**src/rtl/cache_mem_arbiter_pkg.sv**
```systemverilog
`default_nettype none
// ============================================================================
// Module : cache_arb_pkg
// Brief  : Shared types and requester indices for the cache memory arbiter.
// Rev    : 1.0  initial release
// ============================================================================
package cache_arb_pkg;

    typedef enum logic {
        IDLE   = 1'b0,
        ACTIVE = 1'b1
    } arb_state_t;

    localparam int REQ_I = 0;
    localparam int REQ_D = 1;

    // Words per burst; a block narrower than one word still moves one beat.
    function automatic int calc_beats(input int offset_width);
        return (offset_width > 2) ? (1 << (offset_width - 2)) : 1;
    endfunction

endpackage
`default_nettype wire

```
**src/rtl/cache_mem_arbiter_beat_timer.sv**
```systemverilog
`default_nettype none
// ============================================================================
// Module : arb_beat_timer
// Brief  : Wait-state and beat counters for one memory burst.
// Rev    : 1.0  initial release
// ============================================================================
module arb_beat_timer #(
    parameter int BEATS       = 4,
    parameter int WAIT_STATES = 1
) (
    input  logic clk,
    input  logic rst,
    input  logic i_clear,
    input  logic i_run,
    output logic o_beat_done,
    output logic o_last_beat
);

    localparam int WAIT_W = (WAIT_STATES > 0) ? $clog2(WAIT_STATES + 1) : 1;
    localparam int BEAT_W = (BEATS > 1) ? $clog2(BEATS) : 1;

    logic [WAIT_W-1:0] r_wait_cnt;
    logic [BEAT_W-1:0] r_beat_cnt;
    logic              w_wait_max;

    assign w_wait_max  = (r_wait_cnt == WAIT_W'(WAIT_STATES));
    assign o_beat_done = i_run && w_wait_max;
    assign o_last_beat = (r_beat_cnt == BEAT_W'(BEATS - 1));

    // Clear wins over run so an abort or final beat always restarts from zero.
    always_ff @(posedge clk) begin
        if (rst || i_clear) begin
            r_wait_cnt <= '0;
            r_beat_cnt <= '0;
        end else if (i_run) begin
            if (w_wait_max) begin
                r_wait_cnt <= '0;
                r_beat_cnt <= r_beat_cnt + 1'b1;
            end else begin
                r_wait_cnt <= r_wait_cnt + 1'b1;
            end
        end
    end

endmodule
`default_nettype wire

```
**src/rtl/cache_mem_arbiter.sv**
```systemverilog
`default_nettype none
// ============================================================================
// Module : cache_mem_arbiter
// Brief  : Round-robin arbiter sharing one memory port between I- and D-cache.
// Rev    : 1.0  initial release
// ============================================================================
module cache_mem_arbiter
    import cache_arb_pkg::*;
#(
    parameter int OFFSET_WIDTH = 4,
    parameter int WAIT_STATES  = 1
) (
    input  logic             clk_i,
    input  logic             rst_i,
    input  logic [1:0]       req_i,
    input  logic [1:0]       wen_i,
    input  logic [1:0][31:0] addr_i,
    input  logic [1:0][31:0] wdata_i,
    output logic [1:0]       gnt_o,
    output logic [1:0]       ack_o,
    output logic             last_o,
    output logic [31:0]      rdata_o,
    output logic [31:0]      mem_addr_o,
    output logic [31:0]      mem_wdata_o,
    output logic             mem_wen_o,
    input  logic [31:0]      mem_rdata_i,
    output logic             stall_o
);

    localparam int BEATS = calc_beats(OFFSET_WIDTH);

    arb_state_t r_state;
    logic       r_owner;
    logic       r_rr_ptr;

    logic w_active;
    logic w_owner_req;
    logic w_run;
    logic w_ack;
    logic w_last_beat;
    logic w_last_ack;
    logic w_clear;

    assign w_active    = (r_state == ACTIVE);
    assign w_owner_req = req_i[r_owner];
    // Reset gating keeps a reset cycle from acking or writing memory.
    assign w_run       = w_active && w_owner_req && !rst_i;
    assign w_last_ack  = w_ack && w_last_beat;
    assign w_clear     = !w_active || !w_owner_req || w_last_ack;

    arb_beat_timer #(
        .BEATS       (BEATS),
        .WAIT_STATES (WAIT_STATES)
    ) u_beat_timer (
        .clk         (clk_i),
        .rst         (rst_i),
        .i_clear     (w_clear),
        .i_run       (w_run),
        .o_beat_done (w_ack),
        .o_last_beat (w_last_beat)
    );

    always_ff @(posedge clk_i) begin
        if (rst_i) begin
            r_state  <= IDLE;
            r_owner  <= 1'b0;
            r_rr_ptr <= 1'b0;
        end else begin
            case (r_state)
                IDLE: begin
                    if (|req_i) begin
                        r_state <= ACTIVE;
                        r_owner <= (&req_i) ? r_rr_ptr : req_i[REQ_D];
                    end
                end
                ACTIVE: begin
                    // Both abort and burst completion hand priority to the other cache.
                    if (!w_owner_req || w_last_ack) begin
                        r_state  <= IDLE;
                        r_rr_ptr <= ~r_owner;
                    end
                end
                default: r_state <= IDLE;
            endcase
        end
    end

    assign gnt_o       = w_active ? (2'b01 << r_owner) : 2'b00;
    assign ack_o       = w_ack ? (2'b01 << r_owner) : 2'b00;
    assign last_o      = w_last_ack;
    assign rdata_o     = mem_rdata_i;
    assign mem_addr_o  = w_active ? addr_i[r_owner] : 32'h0;
    assign mem_wdata_o = w_active ? wdata_i[r_owner] : 32'h0;
    assign mem_wen_o   = w_ack && wen_i[r_owner];
    assign stall_o     = (|req_i) || w_active;

endmodule
`default_nettype wire

```
**config.mk**
```make
export PLATFORM = sky130hd
export DESIGN_NAME = cache_mem_arbiter
export DESIGN_NICKNAME = d
export VERILOG_FILES = /design/src/rtl/cache_mem_arbiter_pkg.sv /design/src/rtl/cache_mem_arbiter_beat_timer.sv /design/src/rtl/cache_mem_arbiter.sv
export SDC_FILE = /design/constraint.sdc
export NUM_CORES = 1
export LEC_CHECK = 0
export BUFFER_PORTS_ARGS = -buffer_cell sky130_fd_sc_hd__buf_2
export CORE_AREA = 2 2 103 105
export DETAILED_ROUTE_END_ITERATION = 8
export DIE_AREA = 0 0 105 107
export GPL_ROUTABILITY_DRIVEN = 0
export PLACE_DENSITY = 0.61
export SLEW_MARGIN = 20
export SYNTH_ARGS = -nofsm -noshare
export SYNTH_HDL_FRONTEND = slang
export SYNTH_SLANG_ARGS = --single-unit
export TNS_END_PERCENT = 1
```
**constraint.sdc**
```tcl
create_clock -name clk_i -period 3.15 [get_ports clk_i]
set_clock_uncertainty 0.2 [all_clocks]
set_input_delay 0.945 -clock clk_i [delete_from_list [all_inputs] [get_ports clk_i]]
set_output_delay 0.945 -clock clk_i [all_outputs]
set_load 0.05 [all_outputs]
```
==> results <==
- The flow ran to the end, and the final reports show no timing, DRC or antenna violations.
- In this design, the stage delay of the slowest critical-path cell is 260 ps.
- Dividing total power by cell area gives a power density of 303 nW/um2.
- The headroom to the max-slew limit is 78.2%.
- The mean post-synth cell area is 7.18 um2.
- The placement-stage cell area is 2490 um2.
- The HPWL after detailed placement is 4930 um.
- The clock share of power is 16.5%.
- Clock-pin slew was measured on the worst setup and hold paths at 40 ps.
- The pre-antenna-repair detailed-routing pass consisted of 4 iterations.
- The number of cells on the worst reg-to-reg path is 4.
- In this run the number of H-tree levels came out at 1.
- The number of stages on the worst hold path is 2.
- The count of cell types in the netlist is 24.
- Setup repair after global routing left no endpoint under its margin.
- The minimum period implied by the final worst setup slack is 3100 ps.
- The total length of routed met2 wires is 2840 um.
- By startpoint and endpoint, the worst setup path is classified as in2out.
- The synthesis warning total is 0.
- The first-pass GRT wire length is 8570 um.
- The met3 wire length is 721 um.
- The die span in y is 107 um.
- Final hold analysis gives a worst-case slack of 280 ps.
- The number of buffers on the longest clock path is 2.
- The number of global-route vias before repair is 1920.
- For this block, wires on met1 add up to 2050 um.
- The total die area is 11200 um2.
- The total global routing track utilization is 9.00%.
- In the routed design, unresolved DRC markers number 0.
- The uppermost signal routing layer after detailed routing is met4.
- Dividing the detail-routed wire length by the instance count gives 11.0 um.
- The repair_antennas step left the layout with diodes totalling 0.
- The cell family contributing the most delay on the critical path is buffers and inverters.
- The worst setup path is captured at an output port.
- Total power for the finished layout comes to 0.000769 W.
- The leading cell type in the layout, fill and taps excluded is buf_2.
- At the end of the flow the core is filled with cells to 25.1%.
- VDD sags by at most 0.219 mV.
- In this run, post-CTS repair resized a total of 0 instances.
- Across all register-to-register paths, the minimum setup slack is 1730 ps.
- The share of the yosys chip area belonging to registers is 7.75%.
- Once the floorplan was initialized, standard cells occupied 15.4% of the core.
- The pin count of the biggest net entering global routing is 37.
- The post-route standard cell area excluding fillers is 2540 um2.
- The type of the worst min-delay path is reg2reg.
- For the worst-skew pair, the clock arrives at the later sink with an insertion delay of 230 ps.
- The instance count of the mapped netlist is 216.
- The die is 105 um wide.
- The number of max-slew violations in the final report came to 0.
- The combinational share of power is 72.0%.
- The number of antenna violations at the first check in global routing came to 0.
- Per report_power, the sequential group accounts for 11.5% of the total.
- In this run the clock root is driven by a clkbuf_8.
- During I/O placement, the number of pins put on the boundary was 269.
- In the layout the commonest cells are buf_2, nor2_1, mux2i_1.
- Buffers inserted during clock tree synthesis total 3.
- STA classifies the critical path startpoint as an input pin.
- The number of nets in the final layout is 550.
- Internal power comes to 0.000348 W.
- The highest clock rate is 322 MHz.
- The CTS tree is done.
- The post-route setup TNS is 0 ps.
- After global routing the overflow that remains totals 0.
- The hold path startpoint is u_beat_timer.r_beat_cnt[1].
- In this run the post-CTS setup repair buffer count came out at 0.
- The start of the worst register-to-register path is u_beat_timer.r_beat_cnt[0].
- The per-cell via count in the routed design is 4.05.
- The number of clock sinks is 6.
- The critical path required time is 2000 ps.
- Input and output buffers added on the ports amount to 204.
- The net count after synthesis is 383.
- Once detail routing completed, the nets flagged for antenna violations numbered 0.
- The path with the worst hold slack has its endpoint at u_beat_timer.r_beat_cnt[1].
- The total number of vias is 2099.
- The final wirelength is 5720 um.
- The biggest area consumer among synthesized cells is mux2i_1.
- The critical-path cell with the highest stage delay is buf_2.
- The max-capacitance violation count is 0.
- After synthesis, the largest area contributor takes up 42.0% of total cell area.
- The number of buffers and inverters on the critical path is 3.
- The placeable core area is 10100 um2.
- The standard-cell row count is 37.
- The critical-path maximum fanout is 6.
- Of the available clock period, the critical path in the final layout requires 98.5%.
- The endpoint identified for the worst register-to-register timing path is r_rr_ptr.
- The count of final setup violators is 0.
- The slew at the pin with the worst max-slew slack is 327 ps.
- Of the total power, the share spent switching nets is 54.7%.
- The proportion of layout cells with a drive suffix above 1 is 56.8%.
- After synthesis, the cell types taking the most area are mux2i_1, buf_4, nor2_1.
- The mapped netlist covers 1550 um2.
- Data on the critical path arrives at its endpoint at 1960 ps.
- The count of final hold-check violations is 0.
- The number of storage elements in the synthesis netlist is 6.
- The cell occurring most often along the worst timing path is buf_2.
- The net switching power figure is 0.000421 W.
- The number of design-rule violations left by the first detailed-router iteration is 65.
- The area added between synthesis and finish is 63.7%.
- For this design the static power due to leakage is 1.36 nW.
- In this run, post-CTS hold repair placed 0 buffers.
- Walking the worst path, the cells encountered are buf_2 > nand2_1 > a211oi_1 > buf_4 > and3_1 > buf_2.
==> registers in the layout, summed over array words and instances, names as in the netlist <==
name                     cells
r_owner                      1
r_rr_ptr                     1
r_state                      1
u_beat_timer.r_beat_cnt      2
u_beat_timer.r_wait_cnt      1
==> metal layers <==
metal,vias to the layer above,global-route usage (%)
met1,908,9.39
met2,148,16.8
met4,0,3.05
met3,13,3.10
li1,1030,-
met5,-,0
==> area by class of cell <==
cell class                 instances  area (um2)
inverter                           2        7.51
fill                            1140        7550
sequential                         6         124
multi-input combinational        160        1090
clock buffer                       4        45.0
timing repair buffer             210        1100
tap                              136         170
==> power by group through the flow <==
stage	combinational (W)	clock [W]	sequential, W
after floorplan	0.000506	0	0.0000840
after global placement	0.000550	0	0.0000897
after detailed placement	0.000557	0	0.0000897
after CTS	0.000559	0.000129	0.0000886
after global routing	0.000589	0.000136	0.0000894
final	0.000554	0.000127	0.0000884
==> worst reg2reg max path: cells and delay by family (launching register included) <==
family	cells	cell delay, ps
flops	1	350
compound gates	2	440
fa+ha+maj	1	230
simple gates	1	130
==> synth_stat cells, drive strengths merged <==
master,number
clkbuf,5
nand2,2
nand2b,4
mux2i,65
ha,1
nand3b,1
nand3,2
buf,43
a21oi,2
or3,1
nor2,68
mux2,1
a211o,2
nor3b,1
and2,1
and3,3
o211ai,1
inv,2
o21ai,2
a31oi,2
dfxtp,6
a211oi,1
==> cell families (layout without fill, tap and decap cells) <==
kind of cell,count (synthesis),count (layout),share of synthesized area (%)
and+or+nand+nor,83,83,22.5
adders and majority gates,1,1,0.807
buffers and inverters,50,216,22.0
AOI/OAI and AO/OA,10,10,4.20
muxes,66,66,42.7
DFF,6,6,7.75
==> per-stage QoR <==
| stage | setup slack [ps] | std cells |
|---|---|---|
| 4_1_cts | 36.9 | 518 |
| 5_1_grt | 6.55 | 518 |
| 6_report | 46.6 | 518 |
| 3_3_place_gp | -32.6 | 514 |
| 3_5_place_dp | 33.9 | 514 |
| 2_1_floorplan | 147 | 216 |
==> how the worst max path moves through the flow <==
stage | from | endpoint | slack [ps] | cells after the start
after CTS | req_i[0] | mem_wen_o | 40 | 6
final | req_i[1] | last_o | 50 | 6
after floorplan | req_i[0] | ack_o[0] | 150 | 3
after global routing | req_i[1] | last_o | 7 | 6
after detailed placement | req_i[0] | mem_wen_o | 30 | 6
after global placement | req_i[0] | last_o | -30 | 6
No activity file was read; power rests on OpenSTA's default activity.
